File: config.mk
export PLATFORM = sky130hd
export DESIGN_NAME = mips_multi_cycle_controller
export DESIGN_NICKNAME = d
export VERILOG_FILES = /design/src/rtl/mips_mc_pkg.sv /design/src/rtl/mips_mc_decode.sv /design/src/rtl/mips_multi_cycle_controller.sv
export SDC_FILE = /design/constraint.sdc
export NUM_CORES = 1
export LEC_CHECK = 0
export CAP_MARGIN = 20
export CORE_ASPECT_RATIO = 1.25
export CORE_MARGIN = 2
export CORE_UTILIZATION = 36
export CTS_CLUSTER_SIZE = 20
export DETAILED_ROUTE_END_ITERATION = 10
export PLACE_DENSITY = 0.91
export SYNTH_ARGS = -nofsm -noshare
export SYNTH_HDL_FRONTEND = slang
export SYNTH_SLANG_ARGS = --single-unit
File: constraint.sdc
create_clock -name clk -period 2.57 [get_ports clk]
set_input_delay 0.514 -clock clk [delete_from_list [all_inputs] [get_ports clk]]
set_output_delay 0.514 -clock clk [all_outputs]
set_load 0.01 [all_outputs]
File: src/rtl/mips_mc_pkg.sv
// Shared types and encodings for the multi-cycle MIPS controller: FSM states, opcode classes,
// ALU function codes and the pc_src / wb_sel select encodings.
package mips_mc_pkg;

   typedef enum logic [2:0] {
      FETCH  = 3'd0,
      DECODE = 3'd1,
      EXEC   = 3'd2,
      MEM    = 3'd3,
      WB     = 3'd4
   } stateT;

   localparam logic [2:0] CLS_ALU_RR = 3'd0;
   localparam logic [2:0] CLS_ALU_RI = 3'd1;
   localparam logic [2:0] CLS_MEM    = 3'd2;
   localparam logic [2:0] CLS_SHIFT  = 3'd3;
   localparam logic [2:0] CLS_JMP    = 3'd4;
   localparam logic [2:0] CLS_BRANCH = 3'd5;
   localparam logic [2:0] CLS_NONE   = 3'd7;

   localparam logic [2:0] ALU_ADD = 3'b000;
   localparam logic [2:0] ALU_SUB = 3'b001;
   localparam logic [2:0] ALU_AND = 3'b010;
   localparam logic [2:0] ALU_OR  = 3'b011;
   localparam logic [2:0] ALU_XOR = 3'b100;

   localparam logic [1:0] PC_SRC_NEXT   = 2'b00;
   localparam logic [1:0] PC_SRC_BRANCH = 2'b01;
   localparam logic [1:0] PC_SRC_JUMP   = 2'b10;

   localparam logic [1:0] WB_SEL_ALU   = 2'b00;
   localparam logic [1:0] WB_SEL_MEM   = 2'b01;
   localparam logic [1:0] WB_SEL_SHIFT = 2'b10;

   // Classes whose EXEC result goes straight to the register file.
   function automatic logic hasWriteBack(input logic [2:0] cls);
      return (cls == CLS_ALU_RR) || (cls == CLS_ALU_RI) || (cls == CLS_SHIFT);
   endfunction

endpackage

File: src/rtl/mips_mc_decode.sv
// Combinational opcode decode: the 5-bit opcode field (instr[18:14]) to class and op sub-fields.
module mips_mc_decode
   import mips_mc_pkg::*;
(
   input  logic [4:0] opcode,
   output logic [2:0] opClass,
   output logic [2:0] aluOp,
   output logic [1:0] shroOp,
   output logic       isStore,
   output logic       brOnCarry
);

   // Class from the top bits; sub-fields are plain slices of the opcode.
   always_comb begin
      opClass = CLS_NONE;
      case (opcode[4:3])
         2'b00:   opClass = CLS_ALU_RR;
         2'b01:   opClass = CLS_ALU_RI;
         2'b10:   opClass = opcode[2] ? CLS_SHIFT : CLS_MEM;
         2'b11:   opClass = opcode[2] ? CLS_BRANCH : CLS_JMP;
         default: opClass = CLS_NONE;
      endcase
      aluOp     = opcode[2:0];
      shroOp    = opcode[1:0];
      isStore   = opcode[1];
      brOnCarry = opcode[1];
   end

endmodule

File: src/rtl/mips_multi_cycle_controller.sv
// Moore sequencer for the 19-bit dataPath: FETCH/DECODE/EXEC/MEM/WB.
// Define MEM_READY_EN to add the mem_ready handshake that stretches FETCH and MEM.
module mips_multi_cycle_controller
   import mips_mc_pkg::*;
#(
   parameter int INSTR_W  = 19,
   parameter int ALU_OP_W = 3
)(
   input  logic                clk,
   input  logic                rst,
   input  logic [INSTR_W-1:0]  instr,
   input  logic                zero_flag,
   input  logic                carry_flag,
`ifdef MEM_READY_EN
   input  logic                mem_ready,
`endif
   output logic                ir_write,
   output logic                pc_en,
   output logic [1:0]          pc_src,
   output logic                reg_write,
   output logic [1:0]          wb_sel,
   output logic                sel_r2,
   output logic                alu_b_sel,
   output logic [ALU_OP_W-1:0] alu_op,
   output logic [1:0]          shro_op,
   output logic                mem_read,
   output logic                mem_write,
   output logic                c_en,
   output logic                z_en,
   output logic                instr_done
);

   stateT       stateR, nextStateS;
   logic        runR;
   logic [2:0]  classR, decClassS;
   logic [2:0]  aluOpR, decAluOpS;
   logic [1:0]  shroOpR, decShroOpS;
   logic        isStoreR, decIsStoreS;
   logic        brCarryR, decBrCarryS;
   logic        memDoneS;
   logic        unusedInstrBits;

`ifdef MEM_READY_EN
   assign memDoneS = mem_ready;
`else
   assign memDoneS = 1'b1;
`endif

   assign unusedInstrBits = ^instr[INSTR_W-6:0];

   mips_mc_decode uDecode (
      .opcode    (instr[INSTR_W-1 -: 5]),
      .opClass   (decClassS),
      .aluOp     (decAluOpS),
      .shroOp    (decShroOpS),
      .isStore   (decIsStoreS),
      .brOnCarry (decBrCarryS)
   );

   // State register; runR keeps every output low during reset and until the first edge after release.
   always_ff @(posedge clk or negedge rst) begin
      if (!rst) begin
         stateR <= FETCH;
         runR   <= 1'b0;
      end else begin
         runR <= 1'b1;
         if (runR) stateR <= nextStateS;
         else      stateR <= FETCH;
      end
   end

   // Class and op fields captured in DECODE so later IR changes cannot redirect the sequence.
   always_ff @(posedge clk or negedge rst) begin
      if (!rst) begin
         classR   <= CLS_NONE;
         aluOpR   <= ALU_ADD;
         shroOpR  <= 2'b00;
         isStoreR <= 1'b0;
         brCarryR <= 1'b0;
      end else if (runR && (stateR == DECODE)) begin
         classR   <= decClassS;
         aluOpR   <= decAluOpS;
         shroOpR  <= decShroOpS;
         isStoreR <= decIsStoreS;
         brCarryR <= decBrCarryS;
      end
   end

   // Next-state selection; anything unrecognised falls back to FETCH.
   always_comb begin
      nextStateS = FETCH;
      case (stateR)
         FETCH:  nextStateS = memDoneS ? DECODE : FETCH;
         DECODE: nextStateS = EXEC;
         EXEC: begin
            if (hasWriteBack(classR))   nextStateS = WB;
            else if (classR == CLS_MEM) nextStateS = MEM;
            else                        nextStateS = FETCH;
         end
         MEM: begin
            if (!memDoneS)    nextStateS = MEM;
            else if (isStoreR) nextStateS = FETCH;
            else              nextStateS = WB;
         end
         WB:      nextStateS = FETCH;
         default: nextStateS = FETCH;
      endcase
   end

   // Output decode from the registered state; only branch pc_en looks at the flags.
   always_comb begin
      ir_write   = 1'b0;
      pc_en      = 1'b0;
      pc_src     = PC_SRC_NEXT;
      reg_write  = 1'b0;
      wb_sel     = WB_SEL_ALU;
      sel_r2     = 1'b0;
      alu_b_sel  = 1'b0;
      alu_op     = '0;
      shro_op    = 2'b00;
      mem_read   = 1'b0;
      mem_write  = 1'b0;
      c_en       = 1'b0;
      z_en       = 1'b0;
      instr_done = 1'b0;
      if (runR) begin
         case (stateR)
            FETCH: begin
               ir_write = memDoneS;
               pc_en    = memDoneS;
            end
            EXEC: begin
               case (classR)
                  CLS_ALU_RR, CLS_ALU_RI: begin
                     alu_op    = ALU_OP_W'(aluOpR);
                     alu_b_sel = (classR == CLS_ALU_RI);
                     c_en      = 1'b1;
                     z_en      = 1'b1;
                  end
                  CLS_MEM: begin
                     alu_op    = ALU_OP_W'(ALU_ADD);
                     alu_b_sel = 1'b1;
                  end
                  CLS_SHIFT: shro_op = shroOpR;
                  CLS_JMP: begin
                     pc_en      = 1'b1;
                     pc_src     = PC_SRC_JUMP;
                     instr_done = 1'b1;
                  end
                  CLS_BRANCH: begin
                     pc_en      = brCarryR ? carry_flag : zero_flag;
                     pc_src     = PC_SRC_BRANCH;
                     instr_done = 1'b1;
                  end
                  default: instr_done = 1'b0;
               endcase
            end
            MEM: begin
               if (isStoreR) begin
                  mem_write  = 1'b1;
                  sel_r2     = 1'b1;
                  instr_done = memDoneS;
               end else begin
                  mem_read = 1'b1;
               end
            end
            WB: begin
               reg_write  = 1'b1;
               instr_done = 1'b1;
               case (classR)
                  CLS_MEM:   wb_sel = WB_SEL_MEM;
                  CLS_SHIFT: wb_sel = WB_SEL_SHIFT;
                  default:   wb_sel = WB_SEL_ALU;
               endcase
            end
            default: instr_done = 1'b0;
         endcase
      end else begin
         pc_src = PC_SRC_NEXT;
         wb_sel = WB_SEL_ALU;
      end
   end

endmodule

==> results of run 1 <==
power by group through the flow:
stage,sequential [mW],clock [mW],combinational [mW]
3_5_place_dp,0.276,0,0.153
2_1_floorplan,0.254,0,0.103
3_3_place_gp,0.271,0,0.148
4_1_cts,0.276,0.148,0.152
5_1_grt,0.288,0.151,0.186
6_report,0.276,0.142,0.167
worst max-delay path, cell delays in order (launching register included):
cell and delay [ns]:
dfstp_2 0.60, inv_1 0.09, nor4_1 0.34, and2_1 0.17, clkdlybuf4s50_1 0.52
flip-flops by register name (all words and copies together), names as in the netlist:
name,flops
classR,3
runR,1
stateR,3
aluOpR,3
stage by stage:
step	hold slack [ns]	TNS [ns]	utilization, %	instances	cell area, µm²
3_3_place_gp	0.4843	0	56.41	108	880.8
4_1_cts	0.5030	0	58.97	112	920.9
5_1_grt	0.5297	-0.06664	61.86	115	965.9
3_5_place_dp	0.4874	0	56.41	108	880.8
2_1_floorplan	0.2184	0	-	64	590.6
6_report	0.4985	0	61.86	115	965.9
Yosys cell counts (all sizes together):
cell / count
nor4b: 1
nand3: 1
conb: 1
nor4: 2
and4: 2
dfrtp: 7
and2: 5
nor4bb: 1
nand2b: 2
nor2b: 2
a21oi: 2
o21ai: 3
nor3: 3
or4bb: 1
buf: 4
dfstp: 3
a21boi: 1
inv: 4
nand2: 4
or3: 1
mux2i: 2
nor2: 5
mux2: 3
or4: 2
nand3b: 2
cells by family after synthesis:
family | after synthesis | synth area share [%]
AO/OA/AOI/OAI | 6 | 5.508
multiplexers | 5 | 9.110
AND/OR/NAND/NOR | 34 | 34.95
other | 1 | 0.6350
flip-flops | 10 | 43.01
buffers and inverters | 8 | 6.778
layer usage:
layer  share of wire, %  track usage [%]  vias to the layer above
li1                   -                -                      290
met1                 39            21.53                      267
met2                 53            25.54                       24
met3                6.1            2.283                        2
met4                1.8            8.333                        0
met5                  0                0                        -
timing repair:
action / CTS / global route
resized for setup: 5 / 8
buffers inserted: 0 / 3
hold buffers: 0 / 0
setup endpoints to repair: 7 / 9
worst paths after layout:
check / from / to / slack (ns) / cells after the start
setup / recovery: classR[2] / pc_src[0] / 0.07 / 4
hold / removal: aluOpR[2] / aluOpR[2] / 0.50 / 1
setup reg to reg: stateR[2] / stateR[1] / 0.86 / 5
hold reg to reg: aluOpR[2] / aluOpR[2] / 0.50 / 1
max in group asynchronous: rst / classR[1] / 1.67 / 1
min in group asynchronous: rst / stateR[1] / 0.56 / 1
final cells by class:
class / instances / area (µm²)
inverter: 4 / 15.01
multi-input combinational: 46 / 314.1
fill: 131 / 595.6
timing repair buffer: 33 / 322.8
clock buffer: 4 / 36.28
tap: 18 / 22.52
sequential: 10 / 255.2
==> metrics.md, run 1 <==
| Metric | Value |
|---|---|
| Status | complete, no violations |
| NumNets Final | 121 |
| CTS tree | yes |
| Max Cap Viol | 0 |
| Ant diodes | 0 |
| Clk_lat worst skew | ~0.27 ns |
| Commonest non-fill, non-tap cells in the layout | clkdlybuf4s50_1, dfrtp_1, buf_4 |
| Static Leak | slightly below 0.5 nW |
| First-pass detailed-route iteration total | 5 |
| Core area | 0.001562 mm² |
| Vias in the first global route | roughly 530 |
| Pre-CTS WS | around 0.16 ns |
| Area leader, netlist | dfrtp_1 |
| Rows | 16 |
| Gpl congestion | slightly below 0.8 |
| Vias | 583 |
| Clk pwr share | roughly 24% |
| Buffers on Ports | 27 |
| Tcrit/Tclk final | roughly 97% |
| Crit path kind | reg -> out |
| ANT nets after route | 0 |
| Yosys reg bits | 10 |
| Synth Cell Area | 590.6 µm² |
| DIE AREA | slightly below 0.002 mm² |
| WL/cell | 12.46 µm |
| Min Tclk post-route | ~2.5 ns |
| Syn Nets | slightly below 90 |
| Switching share of power | about a third |
| Startpoint types | flop |
| Initial drt markers | 12 |
| Initial antenna violation count | 0 |
| Avg Cell Area, Syn | 9.228 µm² |
| Power share of the sequential group | between 40% and 50% |
| Total net switching power | ~0.19 mW |
| RSZ-0062 raised after global routing | true |
| Initial Util | 37.82% |
| Post-Synthesis Cells | between 60 and 70 |
| Die span in y | 49.29 µm |
| CP arrival | roughly 2.0 ns |
| Fmax | about 0.40 GHz |
| IO Pins | 42 |
| Post-Route Skew | 0.0003261 ns |
| CTS Buf Count | 3 |
| Clk sinks | 10 |
| Post-route setup slack | approximately 0.066 ns |
| Power per Cell Area | between 600 and 700 mW/mm² |
| DR vias/cell | 5.070 |
| H-Tree Depth | 1 |
| Most common cell after layout, fill and taps aside | clkdlybuf4s50_1 |
| Combinational fraction of design power | 28.5% |
| Area contributors post-synth | dfrtp_1, dfstp_2, mux2_2, and2_1, mux2i_1 |
| Area grow syn2layout | 63.56% |
| Internal power | 0.3964 mW |
| Synth warn | 0 |
| Clock-pin slew on the worst setup and hold paths | 0.07 ns |
| Clock Path Buffers | 2 |
| Yosys cell types | 27 |
| GR Overflow Total | 0 |
| CTS root buf | clkbuf_4 |
| Peak supply drop | 384.9 µV |
| Required @ worst endpoint | roughly 2.1 ns |
| Gr usage total | ~17% |
| Tot Pwr | between 0.5 and 0.6 mW |
| Setup Viol. Count Final | 0 |
| Share of post-route cells with drive strength above 1 | between 20 and 25% |
| Pins Over Slew Limit | 0 |
| # DRC | 0 |
| Yosys top cell area share | 29.66% |
| Horiz. Die Dim | between 40 and 50 µm |
| First-pass GRT wire length | about 2300 µm |
| HP Class | reg -> reg |
| Sequential area share after synthesis | between 40% and 50% |
| Largest net degree at the start of global routing | 12 |
| Final wirelength | roughly 1400 µm |
| Crit. End Element | output port |
| Worst-path fanout max | 7 |
| Detailed placement HPWL | roughly 1100 µm |
| Final hold vios | 0 |
(Power assumes the default switching activity.)
==> run 2: changes to the inputs <==
--- a/config.mk
+++ b/config.mk
@@ -12,6 +12,7 @@
 export CTS_CLUSTER_SIZE = 20
 export DETAILED_ROUTE_END_ITERATION = 10
 export PLACE_DENSITY = 0.91
+export RECOVER_POWER = 50
 export SYNTH_ARGS = -nofsm -noshare
 export SYNTH_HDL_FRONTEND = slang
 export SYNTH_SLANG_ARGS = --single-unit
==> metrics.md, run 2 (synthesis gave the netlist of run 1 again) <==
| Metric | Value |
|---|---|
| Status | complete, no violations |
| Max Cap Viol | 0 (unchanged) |
| Most common cell after layout, fill and taps aside | clkdlybuf4s50_1 |
| Internal power | 0.3938 mW (-0.65%) |
| Gpl congestion | 0.7941 (unchanged) |
| Post-Route Skew | 0.0004321 ns (+0.0001060 ns) |
| Buffers on Ports | 27 (unchanged) |
| WL/cell | 12.50 µm (+0.35%) |
| Tot Pwr | 0.5816 mW (-0.47%) |
| Combinational fraction of design power | 28.2% (-0.3 points) |
| Initial drt markers | 12 (unchanged) |
| CP peak stage delay | 0.56 ns (-0.04 ns) |
| Crit. End Element | output port |
| Clk pwr share | 24.4% (about the same) |
| Rows | 16 (unchanged) |
| Startpoint types | flop |
| CTS tree | yes |
| Worst-path fanout max | 9 (+2) |
| DP Area | 880.8 µm² (unchanged) |
| Final wirelength | 1438 µm (+0.35%) |
| Multi-input logic area | 314.1 µm² (unchanged) |
| Vias | 592 (+1.5%) |
| RSZ-0062 raised after global routing | true |
| Clk sinks | 10 (unchanged) |
| CTS Buf Count | 3 (unchanged) |
| Detailed placement HPWL | 1071 µm (unchanged) |
| Tcrit/Tclk final | 97.35% (about the same) |
| GR Overflow Total | 0 (unchanged) |
| Largest net degree at the start of global routing | 12 (unchanged) |
| DR vias/cell | 5.148 (+1.5%) |
| Critical path's top delay family | simple AND/OR/NAND/NOR gates |
| Peak supply drop | 383.4 µV (-0.39%) |
| Commonest non-fill, non-tap cells in the layout | clkdlybuf4s50_1, dfrtp_1, and2_1 |
| Final hold vios | 0 (unchanged) |
| CTS root buf | clkbuf_4 |
| CP Cell Sequence | or4bb_4 > inv_1 > or3_1 > clkdlybuf4s50_1 |
| First-pass GRT wire length | 2304 µm (unchanged) |
| Min Tclk post-route | 2.502 ns (-0.002361 ns) |
| Routed length on met2 | 757 µm (+0.40%) |
| Met1 WL | 567 µm (+0.53%) |
| Required @ worst endpoint | 2.06 ns (about the same) |
| Clk_lat worst skew | 0.27 ns (about the same) |
| # DRC | 0 (unchanged) |
| Metal3 WL | 86 µm (-1.1%) |
| Worst path bufs/invs | 2 (unchanged) |
| NumNets Final | 121 (unchanged) |
| Highest metal used | met4 |
| ANT nets after route | 0 (unchanged) |
| WHS Path Cells | 1 (unchanged) |
| Core area | 0.001562 mm² (unchanged) |
| Share of post-route cells with drive strength above 1 | 19.59% (-2.1 points) |
| Largest regs | aluOpR: 3 flops, classR: 3 flops, stateR: 3 flops |
| Fill cell count | 133 (+1.5%) |
| Slowest cell on crit path | or4bb_4 |
| Power per Cell Area | 606.9 mW/mm² (+0.31%) |
| Ant diodes | 0 (unchanged) |
| Crit path kind | reg -> out |
| Switching share of power | 32.29% (+0.13 points) |
| HP Class | reg -> reg |
| Fmax | 0.3997 GHz (about the same) |
| CP arrival | 1.99 ns (about the same) |
| Initial antenna violation count | 0 (unchanged) |
| Pins Over Slew Limit | 0 (unchanged) |
| DIE AREA | 0.001982 mm² (unchanged) |
| Setup Viol. Count Final | 0 (unchanged) |
| Clock Path Buffers | 2 (unchanged) |
| Initial Util | 37.82% (unchanged) |
| IO Pins | 42 (unchanged) |
| Gr usage total | 16.52% (unchanged) |
| Levels on crit path | 4 (unchanged) |
| Clock-pin slew on the worst setup and hold paths | 0.07 ns (about the same) |
| Vias in the first global route | 533 (unchanged) |
| Horiz. Die Dim | 40.23 µm (unchanged) |
| First-pass detailed-route iteration total | 4 (-1) |
| Design area | 958.4 µm² (-0.78%) |
| Area grow syn2layout | 62.29% |
| Static Leak | 0.4737 nW (-1.4%) |
| Setup total negative slack | 0 ns (unchanged) |
| Sequential cell area | 255.2 µm² (unchanged) |
| Power share of the sequential group | 47.5% (+0.3 points) |
| Die span in y | 49.29 µm (unchanged) |
| Cells on worst reg2reg path | 5 (unchanged) |
| Post-cts hold buffer count | 0 (unchanged) |
| H-Tree Depth | 1 (unchanged) |
| Total net switching power | 0.1878 mW (about the same) |
run 2: layout make-up:
| cell class | count | share of cell area (%) |
|---|---|---|
| Timing Repair Buffer | 33 | 32.90 |
| Multi-Input combinational cell | 46 | 32.77 |
| Sequential cell | 10 | 26.63 |
| Clock buffer | 4 | 3.786 |
| Tap cell | 18 | 2.350 |
| Inverter | 4 | 1.567 |
run 2: power by group through the flow:
stage	combinational, mW	clock, mW	sequential (mW)
after floorplan	0.103	0	0.254
after global placement	0.148	0	0.271
after detailed placement	0.153	0	0.276
after CTS	0.152	0.148	0.276
after global routing	0.183	0.151	0.288
final	0.164	0.142	0.276
run 2: timing repair:
item | CTS | global route
setup buffers | 0 | 3
resized for setup | 5 | 8
setup endpoints to repair | 7 | 9
run 2: per-layer routing:
metal | global-route usage [%] | vias to the layer above
li1 | - | 289
met1 | 21.53 | 277
met2 | 25.54 | 24
met3 | 2.283 | 2
met4 | 8.333 | 0
met5 | 0 | -
run 2: final timing paths:
kind,slack [ns],start,endpoint
max,0.07,stateR[0],instr_done
min,0.50,aluOpR[2],aluOpR[2]
max reg2reg,0.87,stateR[2],stateR[1]
min reg2reg,0.50,aluOpR[2],aluOpR[2]
max in group asynchronous,1.59,rst,stateR[0]
min in group asynchronous,0.64,rst,stateR[2]
run 2: through the flow:
step	util, %	worst slack (ns)	hold slack [ns]	std cells
global route	61.38	-0.03159	0.5298	115
detailed placement	56.41	0.1597	0.4874	108
floorplan	-	0.5727	0.2184	64
global placement	56.41	0.1718	0.4843	108
finish	61.38	0.06800	0.4986	115
CTS	58.97	0.01138	0.5030	112
